===== config.mk =====
export PLATFORM = sky130hd
export DESIGN_NAME = serial_tx
export DESIGN_NICKNAME = d
export VERILOG_FILES = /design/src/rtl/serial_pkg.sv /design/src/rtl/serial_bit_timer.sv /design/src/rtl/serial_tx.sv
export SDC_FILE = /design/constraint.sdc
export NUM_CORES = 1
export LEC_CHECK = 0
export ABC_AREA = 1
export CAP_MARGIN = 40
export CORE_MARGIN = 4
export CORE_UTILIZATION = 50
export DETAILED_ROUTE_END_ITERATION = 7
export PLACE_DENSITY = 0.71
export SYNTH_ARGS = -nofsm -noshare
export SYNTH_HDL_FRONTEND = slang
export SYNTH_HIERARCHICAL = 1
export SYNTH_SLANG_ARGS = --single-unit

===== constraint.sdc =====
create_clock -name clk -period 3.4 [get_ports clk]
set_input_delay 0.68 -clock clk [delete_from_list [all_inputs] [get_ports clk]]
set_output_delay 0.68 -clock clk [all_outputs]
set_load 0.01 [all_outputs]

===== src/rtl/serial_pkg.sv =====
// ============================================================================
// Module   : serial_pkg
// Brief    : Shared types and constants for the serial transmitter.
// Revision : 1.0
// ============================================================================
`default_nettype none

package serial_pkg;

    typedef enum logic [2:0] {
        ST_IDLE   = 3'd0,
        ST_START  = 3'd1,
        ST_DATA   = 3'd2,
        ST_PARITY = 3'd3,
        ST_STOP   = 3'd4
    } state_e;

    localparam int PARITY_NONE = 0;
    localparam int PARITY_EVEN = 1;
    localparam int PARITY_ODD  = 2;

    // Total clock cycles from the start-bit edge to the end of the last stop bit.
    function automatic int frame_len(input int cpb, input int data_bits,
                                     input int parity, input int stop_bits);
        return (1 + data_bits + ((parity != PARITY_NONE) ? 1 : 0) + stop_bits) * cpb;
    endfunction

endpackage

`default_nettype wire


===== src/rtl/serial_bit_timer.sv =====
// ============================================================================
// Module   : serial_bit_timer
// Brief    : Free-running bit-period counter with clear and end-of-bit pulse.
// Revision : 1.0
// ============================================================================
`default_nettype none

module serial_bit_timer #(
    parameter int CLKS_PER_BIT = 16
) (
    input  logic clk,
    input  logic rst_n,
    input  logic clear,
    output logic bit_done
);

    localparam int TW = $clog2(CLKS_PER_BIT);
    localparam logic [TW-1:0] TIMER_LAST = TW'(CLKS_PER_BIT - 1);

    logic [TW-1:0] cnt_q;
    logic [TW-1:0] cnt_d;

    assign bit_done = (cnt_q == TIMER_LAST);

    // Wrapping at the bit boundary keeps back-to-back bits aligned without a gap.
    always_comb begin
        cnt_d = cnt_q + 1'b1;
        if (clear || bit_done) begin
            cnt_d = '0;
        end
    end

    always_ff @(posedge clk or negedge rst_n) begin
        if (!rst_n) begin
            cnt_q <= '0;
        end else begin
            cnt_q <= cnt_d;
        end
    end

endmodule

`default_nettype wire


===== src/rtl/serial_tx.sv =====
// ============================================================================
// Module   : serial_tx
// Brief    : UART-style transmitter, LSB-first start/data/parity/stop frames.
// Revision : 1.0
// ============================================================================
`default_nettype none

module serial_tx
    import serial_pkg::*;
#(
    parameter int CLKS_PER_BIT = 16,
    parameter int DATA_BITS    = 8,
    parameter int PARITY       = 0,
    parameter int STOP_BITS    = 1
) (
    input  logic                 clk,
    input  logic                 rst_n,
    input  logic [DATA_BITS-1:0] tx_data,
    input  logic                 tx_valid,
    output logic                 tx_ready,
    output logic                 tx,
    output logic                 busy
);

    localparam int BW = $clog2(DATA_BITS + 1);
    localparam logic [BW-1:0] LAST_DATA = BW'(DATA_BITS - 1);
    localparam logic [BW-1:0] LAST_STOP = BW'(STOP_BITS - 1);

    state_e               state_q, state_d;
    logic [DATA_BITS-1:0] shift_q, shift_d;
    logic [BW-1:0]        bit_cnt_q, bit_cnt_d;
    logic                 parity_q, parity_d;
    logic                 tx_q, tx_d;

    logic                 w_bit_done;
    logic                 w_last_stop;
    logic                 w_accept;

    serial_bit_timer #(
        .CLKS_PER_BIT (CLKS_PER_BIT)
    ) u_bit_timer (
        .clk      (clk),
        .rst_n    (rst_n),
        .clear    (state_q == ST_IDLE),
        .bit_done (w_bit_done)
    );

    // Opening the handshake in the last stop cycle gives zero-gap back-to-back frames.
    assign w_last_stop = (state_q == ST_STOP) && (bit_cnt_q == LAST_STOP) && w_bit_done;
    assign tx_ready    = (state_q == ST_IDLE) || w_last_stop;
    assign w_accept    = tx_valid && tx_ready;
    assign busy        = (state_q != ST_IDLE);
    assign tx          = tx_q;

    always_comb begin
        state_d   = state_q;
        shift_d   = shift_q;
        bit_cnt_d = bit_cnt_q;
        parity_d  = parity_q;

        case (state_q)
            ST_IDLE: begin
                bit_cnt_d = '0;
            end
            ST_START: begin
                if (w_bit_done) begin
                    state_d   = ST_DATA;
                    bit_cnt_d = '0;
                end
            end
            ST_DATA: begin
                if (w_bit_done) begin
                    shift_d = shift_q >> 1;
                    if (bit_cnt_q == LAST_DATA) begin
                        bit_cnt_d = '0;
                        state_d   = (PARITY != PARITY_NONE) ? ST_PARITY : ST_STOP;
                    end else begin
                        bit_cnt_d = bit_cnt_q + 1'b1;
                    end
                end
            end
            ST_PARITY: begin
                if (w_bit_done) begin
                    state_d   = ST_STOP;
                    bit_cnt_d = '0;
                end
            end
            ST_STOP: begin
                if (w_bit_done) begin
                    if (bit_cnt_q == LAST_STOP) begin
                        state_d   = ST_IDLE;
                        bit_cnt_d = '0;
                    end else begin
                        bit_cnt_d = bit_cnt_q + 1'b1;
                    end
                end
            end
            default: begin
                state_d   = ST_IDLE;
                bit_cnt_d = '0;
            end
        endcase

        // Parity is fixed at accept so later tx_data changes cannot leak into the frame.
        if (w_accept) begin
            state_d   = ST_START;
            shift_d   = tx_data;
            bit_cnt_d = '0;
            parity_d  = (PARITY == PARITY_ODD) ? ~(^tx_data) : (^tx_data);
        end

        case (state_d)
            ST_IDLE:   tx_d = 1'b1;
            ST_START:  tx_d = 1'b0;
            ST_DATA:   tx_d = shift_d[0];
            ST_PARITY: tx_d = parity_d;
            ST_STOP:   tx_d = 1'b1;
            default:   tx_d = 1'b1;
        endcase
    end

    always_ff @(posedge clk or negedge rst_n) begin
        if (!rst_n) begin
            state_q   <= ST_IDLE;
            shift_q   <= '0;
            bit_cnt_q <= '0;
            parity_q  <= 1'b0;
            tx_q      <= 1'b1;
        end else begin
            state_q   <= state_d;
            shift_q   <= shift_d;
            bit_cnt_q <= bit_cnt_d;
            parity_q  <= parity_d;
            tx_q      <= tx_d;
        end
    end

endmodule

`default_nettype wire


==> results.cfg, run 1 <==
[cells_and_area]
final_area_sq_um = 1590
fill_cells = 255
final_cell_mix = nand2_1, inv_1, dfrtp_1, nor2_1, clkdlybuf4s50_1
drive_above_1_share_pct = 15.8
fin_cells = 239
multi_input_area_sq_um = 713
antenna_cells = 0
synthToLayoutAreaGrowth_pct = 14.3
final_common_cell = nand2_1
finish.utilization_pct = 61.8
nets = 224
regArea_sq_um = 527

[critical_path]
worstSetupPathType = reg -> out
arrival_ns = 2.38
cp-start-kind = flip-flop
reg2reg_setup_slack_ns = 1.25
cp-end-kind = output pin
crit_path_max_fanout = 5
worstPathRequired_ns = 2.72

[synth]
synth_cells = 192
synth_area_leaders = dfrtp_1, nand2_1, inv_1, nor2_1, nand3_1
ys_ff_latch = 21
yosysTopAreaCell = dfrtp_1
ys.flop_type = dfrtp_1
synthesis.nets = 206
syn-mean-instance-area_sq_um = 7.23
yosys_warnings = 6
ys_seq_area_share_pct = 38.0
synth_top_area_share_pct = 36.1
synth-edff-count = 0
yosysUniqueCellTypes = 30
synthesis.area_sq_um = 1390
synth_async_sr_flop_share_pct = 100

[clocking]
postCtsHoldBufs = 0
cts_made_buffers = 3
cts_setup_buffers = 0
cts_max_level = 1
cts_sinks = 21
cts_max_path_buffers = 2
path_clk_slew_ns = 0.12
cts.root.buffer_cell = clkbuf_4
insertion_delay_ns = 0.29
cts_tree = yes
cts_resized = 0

[route]
drt_iter0_drc = 28
vias = 1210
routedWlPerCell_um = 11.4
drc = 0
drtAntennaViolNets = 0
wirelength_um = 2730
dr.pass1.iters = 4
avgViaCountPerCell = 5.06

[die]
die_area_sq_um = 3680
rows = 18
die_h_um = 60.7
initial_utilization_pct = 54.0
die_width_um = 60.7
io_pins = 14
coreArea_sq_um = 2570

[sta]
rsz0062_at_grt = no
hold_viol = 0
tightest_slew_ns = 0.500
setup_viol = 0
setup_ws_ns = 0.343
tns_ns = 0
period_needed_ns = 3.06
relSlewSlack_pct = 66.5
slew_violations = 0
fmax_ghz = 0.327
whs_ns = 0.507
period_share_pct = 89.9
skew_ns = 0.00393

[min_path]
hp-class = reg -> reg

[placement]
place_congestion = 0.807
dpl-instance-area_sq_um = 1560
dp_hpwl_um = 2310
portBuffers = 13
dp_slack_ns = 0.657
place_inst = 235

[global_routing]
gr-usage-met2_pct = 29.9
grt_max_degree = 14
gr-total-overflow = 0
use_met1_pct = 22.0
track_usage_pct = 17.3
grt_pass1_wl_um = 4840
busiest_layer = met2
met3_usage_pct = 2.77
grt_pass1_vias = 1157
antenna_found_initial = 0

[status]
status = finished clean

[power_and_ir_drop]
power_mw = 0.413
ir_worst_vdd_uv = 154
p_leak_nw = 0.798
cellPowerDensity_nw_per_um2 = 261

[job]
max_cap_viol_count = 0
[layout make-up]
type / count / area share, %
timing repair buffer: 14 / 9.15
clock inverter: 1 / 0.315
sequential: 21 / 33.2
tap: 30 / 2.37
multi-input combinational: 135 / 45.0
inverter: 35 / 8.60
clock buffer: 3 / 1.42
[per-layer routing]
layer  share of wire (%)  up-vias
met4                0.99        0
met1                  46      562
li1                    -      625
met2                  50       21
met5                   0        -
met3                 3.8        2
[state kept, by name, summed over array words and instances, names as in the netlist]
register / flops
state_q: 3
tx: 1
shift_q: 8
parity_q: 1
bit_cnt_q: 4
u_bit_timer/cnt_q: 4
[power by group]
group / leakage, nW / switching, mW / internal, mW
clock network: 0.0177 / 0.0732 / 0.0437
logic: 0.536 / 0.0261 / 0.0206
registers: 0.244 / 0 / 0.250
total: 0.798 / 0.0993 / 0.314
[cells by family (layout without fill, tap and decap cells)]
kind of cell	Yosys count	count (layout)	share of synthesized area [%]
xor+xnor	2	2	1.26
compound gates	17	17	9.47
simple gates	113	113	38.0
flops	21	21	38.0
fa+ha+maj	3	3	2.71
buf+inv	36	53	10.6
[worst max-delay path, stage by stage (launching register included)]
cell and delay [ns]:
dfrtp_1 0.42, ha_1 0.20, nand2_2 0.09, nor2_1 0.35, inv_2 0.14, o21ai_4 0.23, nand2_1 0.07, inv_1 0.05
clkdlybuf4s50_1 0.53
[worst paths after layout]
path / end / cells after the start / startpoint
min in group asynchronous: shift_q[6] / 1 / rst_n
setup / recovery: tx_ready / 8 / u_bit_timer/cnt_q[0]
hold reg to reg: u_bit_timer/cnt_q[0] / 1 / u_bit_timer/cnt_q[0]
hold / removal: u_bit_timer/cnt_q[0] / 1 / u_bit_timer/cnt_q[0]
setup reg to reg: bit_cnt_q[2] / 9 / u_bit_timer/cnt_q[0]
max in group asynchronous: tx / 2 / rst_n
[synthesized netlist by cell type, drive strengths merged (2+ instances only)]
| master | instances |
|---|---|
| o211ai | 5 |
| nor2 | 25 |
| nand2 | 70 |
| inv | 35 |
| and2 | 2 |
| a21oi | 2 |
| nand4 | 2 |
| o21ai | 7 |
| nand3 | 12 |
| dfrtp | 20 |
| ha | 3 |
Power figures use the tool's default switching activity.
==> inputs of run 2 (changes only) <==
--- a/config.mk
+++ b/config.mk
@@ -7,9 +7,9 @@
 export LEC_CHECK = 0
 export ABC_AREA = 1
 export CAP_MARGIN = 40
-export CORE_MARGIN = 4
 export CORE_UTILIZATION = 50
 export DETAILED_ROUTE_END_ITERATION = 7
+export HOLD_SLACK_MARGIN = 0.05
 export PLACE_DENSITY = 0.71
 export SYNTH_ARGS = -nofsm -noshare
 export SYNTH_HDL_FRONTEND = slang
==> run 2 against run 1 <==
Compared with the run above: design area hardly changed; combinational power down 1%; die area down 19%; via count fell by 0.41%; clock skew rose by 0.0074 ns; power increased by 0.56%; largest power group unchanged; highest routed layer unchanged.
==> results.cfg, run 2 (synthesis gave the netlist of run 1 again) <==
[status]
status = finished clean

[route]
avgViaCountPerCell = 5.04
routedWlPerCell_um = 11.0
dr.pass1.iters = 4
wirelength_um = 2620
drc = 0
vias = 1205
drt_iter0_drc = 27
drtAntennaViolNets = 0

[die]
die_h_um = 54.7
coreArea_sq_um = 2540
io_pins = 14
rows = 18
die_area_sq_um = 2990
initial_utilization_pct = 54.5
die_width_um = 54.7

[clocking]
insertion_delay_ns = 0.31
cts_setup_buffers = 0
path_clk_slew_ns = 0.10
postCtsHoldBufs = 0
cts_max_level = 1
cts_made_buffers = 3
cts_resized = 0
cts.root.buffer_cell = clkbuf_4
cts_max_path_buffers = 2
cts_tree = yes
cts_sinks = 21

[sta]
skew_ns = 0.0113
setup_viol = 0
tns_ns = 0
setup_ws_ns = 0.362
whs_ns = 0.492
slew_violations = 0
period_needed_ns = 3.04
rsz0062_at_grt = no
relSlewSlack_pct = 67.1
hold_viol = 0
fmax_ghz = 0.329
period_share_pct = 89.4
tightest_slew_ns = 0.492

[cells_and_area]
drive_above_1_share_pct = 15.3
synthToLayoutAreaGrowth_pct = 14.2
fill_cells = 251
final_cell_mix = nand2_1, inv_1, dfrtp_1, nor2_1, clkdlybuf4s50_1
final_common_cell = nand2_1
regMostFlops = shift_q
regArea_sq_um = 527
nets = 224
antenna_cells = 0
largest_registers = shift_q: 8 flops, bit_cnt_q: 4 flops, u_bit_timer/cnt_q: 4 flops
multi_input_area_sq_um = 713
largest_register_ffs = 8

[critical_path]
cp-start-kind = flip-flop
worstPathRequired_ns = 2.72
r2r_start = u_bit_timer/cnt_q[0]
crit_path_max_fanout = 5
crit_path_end = tx_ready
worstSetupStartpoint = u_bit_timer/cnt_q[0]
cp-end-kind = output pin
reg2reg_setup_slack_ns = 1.31
arrival_ns = 2.36
worstSetupPathType = reg -> out
reg2regPathDepth = 9
reg2reg_to = bit_cnt_q[2]

[global_routing]
track_usage_pct = 22.0
use_met1_pct = 25.5
gr-usage-met2_pct = 39.2
busiest_layer = met2
antenna_found_initial = 0
grt_pass1_vias = 1105
grt_pass1_wl_um = 4600
gr-total-overflow = 0
grt_max_degree = 14
met3_usage_pct = 3.33

[power_and_ir_drop]
cellPowerDensity_nw_per_um2 = 262
internal-power_mw = 0.316
power_mw = 0.416
ir_worst_vdd_uv = 192
seqPwrFrac_pct = 60.1
switching_share_pct = 24.0
p_leak_nw = 0.795
power.switching_mw = 0.0996
combinationalPowerShare_pct = 11.1
p_clk_share_pct = 28.8

[placement]
portBuffers = 13
dp_slack_ns = 0.721
place_congestion = 0.802
dp_hpwl_um = 2120

[job]
max_cap_viol_count = 0

[min_path]
hp-class = reg -> reg
run 2: changes by cell type in the layout (fill, tap and decap cells not counted):
cell,before,now
clkinv_2,1,0
clkbuf_1,0,1
run 2: worst min path at each step:
stage	from	endpoint	slack [ns]	cells past startpoint
floorplan	rst_n	bit_cnt_q[0]	0.38	0
global placement	u_bit_timer/cnt_q[0]	u_bit_timer/cnt_q[0]	0.46	1
detailed placement	u_bit_timer/cnt_q[0]	u_bit_timer/cnt_q[0]	0.48	1
CTS	u_bit_timer/cnt_q[0]	u_bit_timer/cnt_q[0]	0.50	1
global route	shift_q[4]	shift_q[3]	0.53	2
finish	u_bit_timer/cnt_q[0]	u_bit_timer/cnt_q[0]	0.49	1
run 2: power by group through the flow:
stage / Clock (mW) / Combinational [mW] / Sequential, mW
2_1_floorplan: 0 / 0.0202 / 0.255
3_3_place_gp: 0 / 0.0428 / 0.255
3_5_place_dp: 0 / 0.0468 / 0.255
4_1_cts: 0.125 / 0.0469 / 0.250
5_1_grt: 0.137 / 0.0535 / 0.250
6_report: 0.120 / 0.0462 / 0.250
run 2: through the flow:
stage | utilization, % | std cells | area [sq um]
3_5_place_dp | 61.3 | 235 | 1560
4_1_cts | 62.3 | 239 | 1590
2_1_floorplan | - | 192 | 1390
3_3_place_gp | 60.7 | 234 | 1540
5_1_grt | 62.3 | 239 | 1590
6_report | 62.3 | 239 | 1590
run 2: critical path, stage by stage (launching register included):
cell,delay [ns]
dfrtp_1,0.41
ha_1,0.21
nand2_2,0.09
nor2_1,0.33
inv_2,0.14
o21ai_4,0.24
nand2_1,0.07
inv_1,0.05
clkdlybuf4s50_1,0.52
run 2: layer usage:
| layer | vias up | share of wire (%) |
|---|---|---|
| met5 | - | 0 |
| met4 | 0 | 2.0 |
| met3 | 5 | 3.9 |
| met2 | 32 | 47 |
| met1 | 540 | 47 |
| li1 | 628 | - |
run 2: layout make-up:
cell class,count,share of cell area (%)
inverters,35,8.60
multi-input cells,135,45.0
repair buffers,14,9.16
well taps,30,2.37
flip-flops and latches,21,33.2
clock buffers,4,1.66
